**config.mk**
```make
export PLATFORM = sky130hd
export DESIGN_NAME = fpga_spi_link_host_flat
export DESIGN_NICKNAME = d
export VERILOG_FILES = /design/src/rtl/fpga_spi_link_pkg.sv /design/src/rtl/fpga_spi_link_host_if.sv /design/src/rtl/spi_link_shifter.sv /design/src/rtl/fpga_spi_link_host.sv /design/src/flat_wrapper.sv
export SDC_FILE = /design/constraint.sdc
export NUM_CORES = 1
export LEC_CHECK = 0
export CORE_UTILIZATION = 47
export DETAILED_ROUTE_END_ITERATION = 16
export MAX_ROUTING_LAYER = met4
export PLACE_DENSITY_LB_ADDON = 0.1
export REMOVE_ABC_BUFFERS = 1
export SLEW_MARGIN = 20
export SYNTH_ARGS = -nofsm -noshare
export SYNTH_HDL_FRONTEND = slang
export SYNTH_SLANG_ARGS = --single-unit
export TNS_END_PERCENT = 100
```
**constraint.sdc**
```tcl
create_clock -name clk -period 3.2 [get_ports clk]
set_input_delay 0.48 -clock clk [delete_from_list [all_inputs] [get_ports clk]]
set_output_delay 0.48 -clock clk [all_outputs]
set_load 0.005 [all_outputs]
```
**src/rtl/fpga_spi_link_pkg.sv**
```systemverilog
// Shared types, default widths and helpers for the FPGA-side SPI link host.
// SPI_LINK_PARITY_EN adds one even-parity bit to each TX frame and each RX reply.
package fpga_spi_link_pkg;

    typedef enum logic [2:0] {StIdle, StTx, StTurn, StRx, StGap} spi_state_e;

    localparam int unsigned CMD_W_DEF  = 8;
    localparam int unsigned DATA_W_DEF = 16;
    localparam int unsigned RSP_W_DEF  = 16;
    localparam int unsigned TURN_DEF   = 2;
    localparam int unsigned GAP_DEF    = 2;
    localparam int unsigned FRAME_W    = CMD_W_DEF + DATA_W_DEF;

`ifdef SPI_LINK_PARITY_EN
    localparam int unsigned PAR_W = 1;
`else
    localparam int unsigned PAR_W = 0;
`endif

    function automatic int unsigned max2(input int unsigned a, input int unsigned b);
        return (a > b) ? a : b;
    endfunction

    // Even parity: the returned bit makes the total count of ones even.
    function automatic logic even_par(input logic [63:0] v);
        return ^v;
    endfunction

endpackage

```
**src/rtl/fpga_spi_link_host_if.sv**
```systemverilog
// Command/response port of the SPI link host; the master side is the host register logic.
// rsp_perr exists only when SPI_LINK_PARITY_EN is defined.
interface fpga_spi_link_host_if
    import fpga_spi_link_pkg::*;
#(
    parameter int unsigned CMD_W  = CMD_W_DEF,
    parameter int unsigned DATA_W = DATA_W_DEF,
    parameter int unsigned RSP_W  = RSP_W_DEF
) ();

    logic              cmd_valid;
    logic              cmd_ready;
    logic [CMD_W-1:0]  cmd_op;
    logic [DATA_W-1:0] cmd_data;
    logic              cmd_read;
    logic              rsp_valid;
    logic [RSP_W-1:0]  rsp_data;
`ifdef SPI_LINK_PARITY_EN
    logic              rsp_perr;
`endif

    modport master (
        output cmd_valid, cmd_op, cmd_data, cmd_read,
        input  cmd_ready, rsp_valid, rsp_data
`ifdef SPI_LINK_PARITY_EN
        , rsp_perr
`endif
    );

    modport slave (
        input  cmd_valid, cmd_op, cmd_data, cmd_read,
        output cmd_ready, rsp_valid, rsp_data
`ifdef SPI_LINK_PARITY_EN
        , rsp_perr
`endif
    );

endinterface

```
**src/rtl/spi_link_shifter.sv**
```systemverilog
// Loadable MSB-first shift register; shifts serial data in at the LSB end.
// Shared by the TX (load then shift out) and RX (shift in) phases of a frame.
module spi_link_shifter #(
    parameter int unsigned W = 24
) (
    input  logic         clk_i,
    input  logic         reset_i,
    input  logic         load_i,
    input  logic [W-1:0] load_data_i,
    input  logic         shift_i,
    input  logic         sdi_i,
    output logic [W-1:0] data_o
);

    logic [W-1:0] data_q, data_d;

    always_comb begin
        data_d = data_q;
        if (load_i) begin
            data_d = load_data_i;
        end else if (shift_i) begin
            data_d = {data_q[W-2:0], sdi_i};
        end
    end

    always_ff @(posedge clk_i) begin
        if (reset_i) begin
            data_q <= '0;
        end else begin
            data_q <= data_d;
        end
    end

    assign data_o = data_q;

endmodule

```
**src/rtl/fpga_spi_link_host.sv**
```systemverilog
// FPGA-side SPI link host: frames a command onto SPI_FtoC under CS and captures read replies.
// Optional SPI_LINK_PARITY_EN appends a parity bit to TX frames and checks one on replies.
module fpga_spi_link_host
    import fpga_spi_link_pkg::*;
#(
    parameter int unsigned CMD_W  = CMD_W_DEF,
    parameter int unsigned DATA_W = DATA_W_DEF,
    parameter int unsigned RSP_W  = RSP_W_DEF,
    parameter int unsigned TURN   = TURN_DEF,
    parameter int unsigned GAP    = GAP_DEF
) (
    input  logic                 clk,
    input  logic                 reset,
    fpga_spi_link_host_if.slave  cmd_if,
    output logic                 busy,
    output logic                 CS,
    output logic                 SPI_FtoC,
    input  logic                 SPI_CtoF
);

    localparam int unsigned FrameW = CMD_W + DATA_W;
    localparam int unsigned TxLen  = FrameW + PAR_W;
    localparam int unsigned RxLen  = RSP_W + PAR_W;
    localparam int unsigned ShW    = max2(TxLen, RxLen);
    localparam int unsigned CntW   = $clog2(max2(ShW, max2(TURN, GAP)) + 1);

    spi_state_e       state_q;
    logic [CntW-1:0]  cnt_q;
    logic             ready_q, busy_q, cs_q, sdo_q, read_q, rsp_valid_q;
    logic [RSP_W-1:0] rsp_data_q;
`ifdef SPI_LINK_PARITY_EN
    logic             perr_q;
`endif

    logic [TxLen-1:0] tx_frame;
    logic [ShW-1:0]   sh_data;
    logic [RxLen-1:0] rx_next;
    logic             handshake, sh_shift;
    logic             unused_sh;

`ifdef SPI_LINK_PARITY_EN
    assign tx_frame = {cmd_if.cmd_op, cmd_if.cmd_data,
                       even_par(64'({cmd_if.cmd_op, cmd_if.cmd_data}))};
`else
    assign tx_frame = {cmd_if.cmd_op, cmd_if.cmd_data};
`endif

    always_comb begin
        handshake = (state_q == StIdle) && ready_q && cmd_if.cmd_valid;
        sh_shift  = (state_q == StTx) || (state_q == StRx);
        // Include the bit being sampled on this edge so the reply is complete at the last edge.
        rx_next   = {sh_data[RxLen-2:0], SPI_CtoF};
    end

    spi_link_shifter #(
        .W (ShW)
    ) u_shifter (
        .clk_i       (clk),
        .reset_i     (reset),
        .load_i      (handshake),
        .load_data_i (ShW'(tx_frame) << (ShW - TxLen)),
        .shift_i     (sh_shift),
        .sdi_i       (SPI_CtoF),
        .data_o      (sh_data)
    );

    assign unused_sh = ^sh_data;

    always_ff @(posedge clk) begin
        if (reset) begin
            state_q     <= StIdle;
            cnt_q       <= '0;
            ready_q     <= 1'b0;
            busy_q      <= 1'b0;
            cs_q        <= 1'b1;
            sdo_q       <= 1'b0;
            read_q      <= 1'b0;
            rsp_valid_q <= 1'b0;
            rsp_data_q  <= '0;
`ifdef SPI_LINK_PARITY_EN
            perr_q      <= 1'b0;
`endif
        end else begin
            rsp_valid_q <= 1'b0;
            unique case (state_q)
                StIdle: begin
                    if (handshake) begin
                        state_q <= StTx;
                        cnt_q   <= CntW'(TxLen - 1);
                        ready_q <= 1'b0;
                        busy_q  <= 1'b1;
                        cs_q    <= 1'b0;
                        sdo_q   <= tx_frame[TxLen-1];
                        read_q  <= cmd_if.cmd_read;
                    end else begin
                        ready_q <= 1'b1;
                    end
                end
                StTx: begin
                    if (cnt_q == '0) begin
                        sdo_q <= 1'b0;
                        if (read_q) begin
                            state_q <= StTurn;
                            cnt_q   <= CntW'(TURN - 1);
                        end else begin
                            state_q <= StGap;
                            cnt_q   <= CntW'(GAP - 1);
                            cs_q    <= 1'b1;
                        end
                    end else begin
                        cnt_q <= cnt_q - CntW'(1);
                        sdo_q <= sh_data[ShW-2];
                    end
                end
                StTurn: begin
                    if (cnt_q == '0) begin
                        state_q <= StRx;
                        cnt_q   <= CntW'(RxLen - 1);
                    end else begin
                        cnt_q <= cnt_q - CntW'(1);
                    end
                end
                StRx: begin
                    if (cnt_q == '0) begin
                        state_q     <= StGap;
                        cnt_q       <= CntW'(GAP - 1);
                        cs_q        <= 1'b1;
                        rsp_valid_q <= 1'b1;
                        rsp_data_q  <= rx_next[RxLen-1 -: RSP_W];
`ifdef SPI_LINK_PARITY_EN
                        perr_q      <= rx_next[0] ^ even_par(64'(rx_next[RxLen-1:1]));
`endif
                    end else begin
                        cnt_q <= cnt_q - CntW'(1);
                    end
                end
                StGap: begin
                    if (cnt_q == '0) begin
                        state_q <= StIdle;
                        ready_q <= 1'b1;
                        busy_q  <= 1'b0;
                    end else begin
                        cnt_q <= cnt_q - CntW'(1);
                    end
                end
                default: state_q <= StIdle;
            endcase
        end
    end

    assign cmd_if.cmd_ready = ready_q;
    assign cmd_if.rsp_valid = rsp_valid_q;
    assign cmd_if.rsp_data  = rsp_data_q;
`ifdef SPI_LINK_PARITY_EN
    assign cmd_if.rsp_perr  = perr_q;
`endif
    assign busy     = busy_q;
    assign CS       = cs_q;
    assign SPI_FtoC = sdo_q;

endmodule

```
**src/flat_wrapper.sv**
```systemverilog
// flat-port wrapper written by rule: the top's interface ports become plain ports
module fpga_spi_link_host_flat import fpga_spi_link_pkg::*;
#(
    parameter int unsigned CMD_W  = CMD_W_DEF,
    parameter int unsigned DATA_W = DATA_W_DEF,
    parameter int unsigned RSP_W  = RSP_W_DEF,
    parameter int unsigned TURN   = TURN_DEF,
    parameter int unsigned GAP    = GAP_DEF
)
  (clk, reset, busy, CS, SPI_FtoC, SPI_CtoF, cmd_if_cmd_valid, cmd_if_cmd_op, cmd_if_cmd_data, cmd_if_cmd_read, cmd_if_cmd_ready, cmd_if_rsp_valid, cmd_if_rsp_data);
  fpga_spi_link_host_if #(.CMD_W(CMD_W), .DATA_W(DATA_W), .RSP_W(RSP_W)) cmd_if_i ();
  input  logic clk;
  input  logic reset;
  output logic busy;
  output logic CS;
  output logic SPI_FtoC;
  input  logic SPI_CtoF;
  input wire logic [$bits(cmd_if_i.cmd_valid)-1:0] cmd_if_cmd_valid;
  input wire logic [$bits(cmd_if_i.cmd_op)-1:0] cmd_if_cmd_op;
  input wire logic [$bits(cmd_if_i.cmd_data)-1:0] cmd_if_cmd_data;
  input wire logic [$bits(cmd_if_i.cmd_read)-1:0] cmd_if_cmd_read;
  output wire logic [$bits(cmd_if_i.cmd_ready)-1:0] cmd_if_cmd_ready;
  output wire logic [$bits(cmd_if_i.rsp_valid)-1:0] cmd_if_rsp_valid;
  output wire logic [$bits(cmd_if_i.rsp_data)-1:0] cmd_if_rsp_data;
  assign cmd_if_i.cmd_valid = cmd_if_cmd_valid;
  assign cmd_if_i.cmd_op = cmd_if_cmd_op;
  assign cmd_if_i.cmd_data = cmd_if_cmd_data;
  assign cmd_if_i.cmd_read = cmd_if_cmd_read;
  assign cmd_if_cmd_ready = cmd_if_i.cmd_ready;
  assign cmd_if_rsp_valid = cmd_if_i.rsp_valid;
  assign cmd_if_rsp_data = cmd_if_i.rsp_data;
  fpga_spi_link_host #(.CMD_W(CMD_W), .DATA_W(DATA_W), .RSP_W(RSP_W), .TURN(TURN), .GAP(GAP)) u_core (.clk(clk), .reset(reset), .cmd_if(cmd_if_i), .busy(busy), .CS(CS), .SPI_FtoC(SPI_FtoC), .SPI_CtoF(SPI_CtoF));
endmodule
```
======== Word level (Yosys, flattened, before mapping) ========
Cells that the tools add are included.
storage, ports and cells
  register bits ........................... 53
  latch bits .............................. 0
  bits in writable memories ............... 0
  bits in read-only memories .............. 0
  output and inout port bits .............. 21
  memories ................................ 0
cells by class
  $add $sub $neg .......................... 1
  multipliers ............................. 0
  div/mod/pow operators ................... 0
  magnitude comparators ................... 0
  equality and inequality tests ........... 11
  shifts and indexed selects .............. 0
  muxes and demuxes ....................... 28
  bitwise gates (word level) .............. 1
  reduce and logical (&&, ||, !) cells .... 20
operators with widths
  operator               number
  $mux W23               2
  $mux W5                4
  $pmux W5 S4            1
  $mux W3                6
  $pmux W3 S5            1
  $mux W1                10
  $reduce_and A5 Y1      2
  $ne A2 B2 Y1 const B   4
  $reduce_and A2 Y1      4
  $eq A3 B2 Y1 const B   2
  $ne A2 B1 Y1 const B   3
  $pmux W1 S2            3
  $reduce_and A3 Y1      2
  $reduce_bool A2 Y1     3
  $logic_not A5 Y1       1
  $sub A5 B1 Y5 const B  1
  $reduce_bool A4 Y1     1
  $reduce_or A2 Y1       2
  $eq A3 B1 Y1 const B   1
  $eq A3 B3 Y1 const B   1
  $logic_not A3 Y1       1
  $pmux W1 S3            1
  $reduce_bool A3 Y1     1
  $logic_and A1 B1 Y1    2
  2 further kinds        2

======== Depth between registers and ports, before layout ========
Gate-level depths: netlist (run 1).
  word-level depth ........................ 5
  depth in mapped cells ................... 8
  depth with buffers taken out ............ 6

======== Modules after synthesis ========
Synthesis (run 1) repeated with hierarchy kept, for this count alone.
second synthesis, totals
  cells, all modules ...................... 267
  area total of the unflattened synthesis .. 2582.5 µm²
modules (own cells, without submodules)
  module              times used  cells each  area an instance (µm²)  sequential area each (µm²)
  fpga_spi_link_host  1           161         1348.8                  600.6
  spi_link_shifter    1           106         1233.7                  480.5

======== Worst setup path after synthesis (run 1) ========
OpenSTA, ideal clock, no wires.
  kind .................................... flip-flop to flip-flop
  start ................................... reg u_core.cnt_q[0]
  end ..................................... reg u_core.cnt_q[1]
  arrival time ............................ 1.602 ns
  data required time ...................... 3.097 ns
  setup slack ............................. 1.495 ns
  stages on the path, launching flop included .. 8
  path buffers ............................ 1
  cell sequence ........................... dfxtp_1 > inv_1 > ha_1 > or4b_1 > buf_2 > nor2_1 > nor4_1 > a2111oi_2
between the ends
  word-level cells in the longest chain between the ends .. 3
RTL lines
  element                                            line                       text
  start: declaration                                 fpga_spi_link_host.sv:28   logic [CntW-1:0] cnt_q;
  start signal: assignment                           fpga_spi_link_host.sv:89   cnt_q <= CntW'(TxLen - 1);
  start signal: assignment                           fpga_spi_link_host.sv:104  cnt_q <= CntW'(TURN - 1);
  start signal: assignment                           fpga_spi_link_host.sv:107  cnt_q <= CntW'(GAP - 1);
  $sub A5 B1 Y5 or $logic_not A5 Y1 (tied branches)  -
  $mux W5 (tied with other cells)                    fpga_spi_link_host.sv:138  if (cnt_q == '0) begin
  $pmux W5 S4 or $reduce_and A3 Y1 (tied branches)   -
Several ways; a longest one is shown, not always the timed one. The select of a mux whose other input is x is not followed.
A chain may end at the register's enable or synchronous reset.

======== Worst setup path after layout (run 1) ========
  start ................................... reg u_core.cnt_q[0]
  end ..................................... reg u_core.rsp_data_q[11], in the netlist u_core.cmd_if.rsp_data[11]
between the ends
  word-level cells in the longest chain between the ends .. 2
RTL lines
  element                             line                       text
  $logic_not A5 Y1                    fpga_spi_link_host.sv:124  if (cnt_q == '0) begin
  $reduce_and A2 Y1 (no source line)  -
  end signal: assignment              fpga_spi_link_host.sv:129  rsp_data_q <= rx_next[RxLen-1 -: RSP_W];
  end: declaration                    fpga_spi_link_host.sv:30   logic [RSP_W-1:0] rsp_data_q;
No other way between the ends.

==> results.tsv, run 1 <==
metric	value	unit
Syn-to-layout area delta	24.9	%
RSZ-0062 raised after global routing	false	
Chip Height	72.1	um
Mapped Cells	297	
clock sinks	53	
Initial DRC Count	137	
Final Skew	0.00770	ns
reg2reg setup slack	1.11	ns
initial antenna violation count	0	
IO Port Bufs	49	
Post-route DRC	0	
Req. time, crit path	3.42	ns
Hold Path Depth	2	
flop and latch count out of synthesis	53	
R2R Path End	u_core.cmd_if.rsp_data[11]	
share of cells above drive strength 1	7.16	%
HP Class	reg -> reg	
Setup crit end kind	register	
top cell type's share of synthesized area	45.9	%
number of global-route vias before repair	1856	
hold_sp	u_core.cmd_if.rsp_data[5]	
status	complete, no violations	
Slew @ Worst Pin	0.963	ns
clock latency on the worst-skew pair	0.31	ns
Final Wtd Congestion	0.852	
Synth area leaders	dfxtp_1, nor2_1, nand2_1, nor4_1, a21oi_1	
Startpoint Class	register	
TNS Setup	0	ns
Final Net Count	364	
delay-heaviest family, CP	simple AND/OR/NAND/NOR gates	
area of the multi-input gates	1130	sq um
crit path from	u_core.cnt_q[0]	
fill count	454	
post-cts sizing count	0	
total power divided by cell area	860	nW/um^2
Post-synth top flop	dfxtp_1	
Die W	72.1	um
total core area	4720	sq um
Num CTS Buffers	5	
H-tree Lvls	2	
I/O Pins	50	
clock root cell	clkbuf_8	
first-pass GRT wire length	8540	um
leading area contributor after synthesis	dfxtp_1	
Ant. Diodes	0	
CP max-delay cell	and3_1	
syn_area_per_cell	7.79	sq um
Synth top cells by count	nor2_1, dfxtp_1, nand2_1	
worst vdd ir	390	uV
sequential cell area	1060	sq um
crit path DAT	2.31	ns
Max Root-Sink Buffers	2	
Detail Route Antenna Nets	0	
Overflow after GRT	0	
Mapped Area	2310	sq um
hold_ws	0.457	ns
Post-synth EDFFs	0	
f_max	478	MHz
GRT Resource Usage Total	21.6	%
R2R cell count	7	
Final min period	2.09	ns
Worst-path clk slew	0.09	ns
Vias	2099	
R2R Path Start	u_core.cnt_q[0]	
asr flop ratio synth	0	%
Final Cycle Share	65.3	%
Max Transition Viols Final	0	
Rel. slew slack	35.8	%
final wirelength	5000	um
Final setup violation count	0	
die area	5200	sq um
final hold violation count	0	
synth warn	0	
Synth cell types	41	
postcts setup bufs	0	
leakage	0.00106	uW
max incr delay on CP	0.59	ns
row cnt	25	
largest net degree at the start of global routing	55	
crit-path max FO	16	
Total Power	2480	uW
most numerous cell in the Yosys netlist	nor2_1	
DRT Pass-1 Iters	4	
Min-Delay Endpoint	u_core.cmd_if.rsp_data[5]	
Initial Util	49.0	%
Worst Setup Path Type	reg -> reg	
Buf/Inv on CP	2	
sequential share of the synthesized area	45.9	%
max cap viols	0	
vias per inst	5.22	
Hold-fix buffers, CTS	0	
worst path cell trace	inv_1 > ha_1 > nor4b_2 > buf_4 > and3_1 > nand2_1 > a21oi_1	
wire per inst	12.4	um
post-DP HPWL	3170	um
CTS tree	done	
## worst reg2reg max path, stage by stage, from the launching register on
cell     delay [ns]
dfxtp_1        0.34
inv_1          0.10
ha_1           0.27
nor4b_2        0.23
buf_4          0.23
and3_1         0.59
nand2_1        0.12
a21oi_1        0.14
## report_power, final
part	total [uW]	switching (uW)	internal, uW
logic	1050	588	460
registers	1070	197	873
clock network	365	213	151
total	2480	999	1480
## through the flow
| stage | util, % | setup slack (ns) | area, sq um | instances |
|---|---|---|---|---|
| global route | 61.1 | 0.891 | 2890 | 402 |
| detailed placement | 59.3 | 1.13 | 2800 | 394 |
| global placement | 59.3 | 1.13 | 2800 | 394 |
| floorplan | - | 1.10 | 2200 | 274 |
| CTS | 61.1 | 1.10 | 2890 | 402 |
| finish | 61.1 | 1.11 | 2890 | 402 |
## flip-flops by register name, summed over array words and instances, names as in the netlist
name / count
u_core.CS: 1
u_core.u_shifter.data_o: 23
u_core.busy: 1
u_core.cnt_q: 5
u_core.SPI_FtoC: 1
u_core.read_q: 1
u_core.cmd_if.rsp_data: 16
u_core.cmd_if.rsp_valid: 1
u_core.cmd_if.cmd_ready: 1
u_core.state_q: 3
## per-layer routing
metal  track usage [%]  vias to the layer above  wire length, um
li1                  -                     1083                -
met1              27.9                      957             2480
met2              33.3                       51             2200
met3              3.75                        8              230
met4              9.37                        0               85
met5                 -                        -                0
## layout by cell type (no fill, tap or decap), types with 2 or more instances in the layout
cell / netlist / final
a2111oi_2: 2 / 2
a211oi_1: 4 / 4
a21oi_1: 25 / 25
a2bb2oi_1: 2 / 2
a311oi_1: 3 / 3
buf_4: 1 / 4
clkbuf_8: 0 / 5
clkdlybuf4s50_1: 0 / 48
clkinv_2: 0 / 2
dfxtp_1: 53 / 53
inv_1: 4 / 4
nand2_1: 40 / 40
nand2b_1: 4 / 4
nand3_1: 3 / 3
nor2_1: 76 / 76
nor2b_1: 2 / 2
nor3_1: 7 / 7
nor4_1: 23 / 23
o21ai_0: 4 / 4
o21bai_1: 2 / 2
or2_2: 2 / 2
## cells by family (layout without fill, tap and decap cells)
group,Yosys count,after routing,share of synthesized area [%]
XOR/XNOR,2,2,0.758
AO/OA/AOI/OAI,49,49,14.5
AND/OR/NAND/NOR,165,165,32.9
flip-flops,53,53,45.9
buffers and inverters,27,65,5.41
adder cells (fa/ha/maj),1,1,0.541
## layout make-up
cell class                      instances  share of cell area (%)
Multi-Input combinational cell        217                    39.0
Clock buffer                            5                    2.38
Tap cell                               67                    2.90
Sequential cell                        53                    36.7
Clock inverter                          3                   0.607
Inverter                                4                   0.520
Timing Repair Buffer                   53                    17.9
## worst max path at each step
stage | to | slack [ns] | cells past startpoint
finish | u_core.cmd_if.rsp_data[11] | 1.11 | 7
global route | u_core.cmd_if.rsp_data[11] | 0.89 | 7
CTS | u_core.cmd_if.rsp_data[12] | 1.10 | 7
detailed placement | u_core.u_shifter.data_o[9] | 1.13 | 6
global placement | u_core.cnt_q[4] | 1.13 | 5
floorplan | u_core.cmd_if.rsp_data[0] | 1.10 | 6
Power figures use the tool's default switching activity.
==> run 2, diff against run 1 <==
--- a/config.mk
+++ b/config.mk
@@ -5,7 +5,7 @@
 export SDC_FILE = /design/constraint.sdc
 export NUM_CORES = 1
 export LEC_CHECK = 0
-export CORE_UTILIZATION = 47
+export CORE_UTILIZATION = 45
 export DETAILED_ROUTE_END_ITERATION = 16
 export MAX_ROUTING_LAYER = met4
 export PLACE_DENSITY_LB_ADDON = 0.1
==> constraint.sdc (replaced) <==
create_clock -name clk -period 1.7 [get_ports clk]
set_input_delay 0.255 -clock clk [delete_from_list [all_inputs] [get_ports clk]]
set_output_delay 0.255 -clock clk [all_outputs]
set_load 0.005 [all_outputs]
==> run 2 against run 1 <==
  * Global-route usage decreased by 0.43 points
  * Register-to-register slack worse by 1.0 ns
  * Via count is 4.2% higher
  * First-iteration DRC count decreased by 11%
  * Non-clock buffer count up 25
==> results.tsv, run 2 (synthesized netlist as in run 1, its figures left out) <==
metric	value	unit
max incr delay on CP	0.33	ns
TNS Setup	0	ns
Num CTS Buffers	5	
Ant. Diodes	0	
row cnt	25	
H-tree Lvls	2	
Rel. slew slack	68.0	%
number of instances in the placed design	420	
Post-route DRC	0	
Initial Util	47.7	%
Syn-to-layout area delta	38.3	%
CTS tree	done	
Final Wtd Congestion	0.854	
vias per inst	5.12	
max cap viols	0	
DR WL met3	251	um
Final Cycle Share	95.7	%
final wirelength	5260	um
DR top layer	met4	
HP Class	in -> reg	
Die W	73.7	um
R2R Path End	u_core.cnt_q[0]	
DRT met1 WL	2530	um
Final Net Count	389	
Startpoint Class	register	
Detail Route Antenna Nets	0	
fin util	66.0	%
clock sinks	53	
Slew @ Worst Pin	0.477	ns
Min-Delay Endpoint	u_core.cnt_q[1]	
worst path cell trace	inv_2 > ha_4 > nor4b_4 > buf_6 > a2bb2oi_1 > nor2_1 > a311oi_1	
clock root cell	clkbuf_8	
worst vdd ir	924	uV
DRT Pass-1 Iters	4	
largest net degree at the start of global routing	34	
first-pass GRT wire length	8600	um
Chip Height	73.7	um
GRT Resource Usage Total	21.2	%
Vias	2188	
WL met2	2440	um
total core area	4850	sq um
Overflow after GRT	0	
f_max	615	MHz
Worst Setup Path Type	reg -> reg	
R2R Path Start	u_core.cnt_q[1]	
clock latency on the worst-skew pair	0.30	ns
Post-Layout Cell Count	427	
initial antenna violation count	0	
number of global-route vias before repair	1914	
Final Skew	0.00882	ns
status	complete, no violations	
commonest non-fill, non-tap cell in the layout	nor2_1	
Hold Path Depth	2	
post-DP HPWL	3820	um
leakage	0.00121	uW
crit-path max FO	7	
Max Transition Viols Final	0	
Worst-path clk slew	0.08	ns
CP max-delay cell	dfxtp_1	
Req. time, crit path	1.89	ns
die area	5430	sq um
Final min period	1.63	ns
Initial DRC Count	122	
max FFs per register	23	
total power divided by cell area	1680	nW/um^2
reg2reg setup slack	0.07	ns
share of cells above drive strength 1	16.1	%
R2R cell count	7	
Final setup violation count	0	
hold_sp	reset	
Hold-fix buffers, CTS	0	
wire per inst	12.3	um
Max Root-Sink Buffers	2	
final hold violation count	0	
I/O Pins	50	
commonest cells after routing, fill and taps aside	nor2_1, dfxtp_1, clkdlybuf4s50_1, nand2_1, a21oi_1	
crit path DAT	1.82	ns
IO Port Bufs	49	
Setup crit end kind	register	
run 2: cell type report:
type / count / area [sq um]
clock buffer: 6 / 72.6
sequential: 53 / 1060
fill: 439 / 1650
multi-input combinational: 217 / 1170
timing repair buffer: 78 / 757
tap: 67 / 83.8
clock inverter: 2 / 38.8
inverter: 4 / 15.0
run 2: critical path, delay by kind of cell (launching register included):
| family | cells | cell delay, ns |
|---|---|---|
| AO/OA/AOI/OAI | 2 | 0.45 |
| AND/OR/NAND/NOR | 2 | 0.35 |
| flip-flops | 1 | 0.33 |
| buffers and inverters | 2 | 0.26 |
| adder cells (fa/ha/maj) | 1 | 0.13 |
run 2: worst max-delay path by stage:
| stage | slack [ns] | startpoint | end |
|---|---|---|---|
| 2_1_floorplan | -0.40 | u_core.cnt_q[0] | u_core.cmd_if.rsp_data[0] |
| 3_3_place_gp | -0.06 | cmd_if_cmd_valid | u_core.u_shifter.data_o[15] |
| 3_5_place_dp | -0.12 | cmd_if_cmd_valid | u_core.u_shifter.data_o[15] |
| 4_1_cts | -0.002 | u_core.cnt_q[0] | u_core.cmd_if.rsp_data[1] |
| 5_1_grt | -0.0003 | u_core.cnt_q[0] | u_core.cnt_q[1] |
| 6_report | 0.07 | u_core.cnt_q[1] | u_core.cnt_q[0] |
run 2: through the flow:
step / hold WS (ns) / power [uW] / worst slack [ns] / instance area (sq um)
after floorplan: 0.324 / 3390 / -0.397 / 2200
after global placement: 0.442 / 4370 / -0.0569 / 3050
after detailed placement: 0.446 / 4430 / -0.123 / 3050
after CTS: 0.270 / 5350 / -0.00212 / 3170
after global routing: 0.280 / 5770 / -0.000335 / 3200
final: 0.278 / 5380 / 0.0735 / 3200
run 2: metal layers:
metal	vias up	global-route usage, %
met5	-	-
met4	0	4.91
met1	993	26.3
met3	7	4.66
li1	1135	-
met2	53	35.0
run 2: report_power, final:
| part | internal (uW) | leakage (uW) | switching [uW] | total, uW |
|---|---|---|---|---|
| Sequential | 1650 | 0.000434 | 306 | 1950 |
| Combinational | 1260 | 0.000725 | 1320 | 2580 |
| Clock | 442 | 0.0000554 | 403 | 845 |
run 2: repair_timing:
action / 4_1_cts / 5_1_grt
endpoints found under the hold margin: 0 / 0
setup endpoints to repair: 22 / 32
gates cloned: 0 / 0
gates resized for setup: 3 / 10
pin swaps: 0 / 2
buffers inserted: 0 / 0
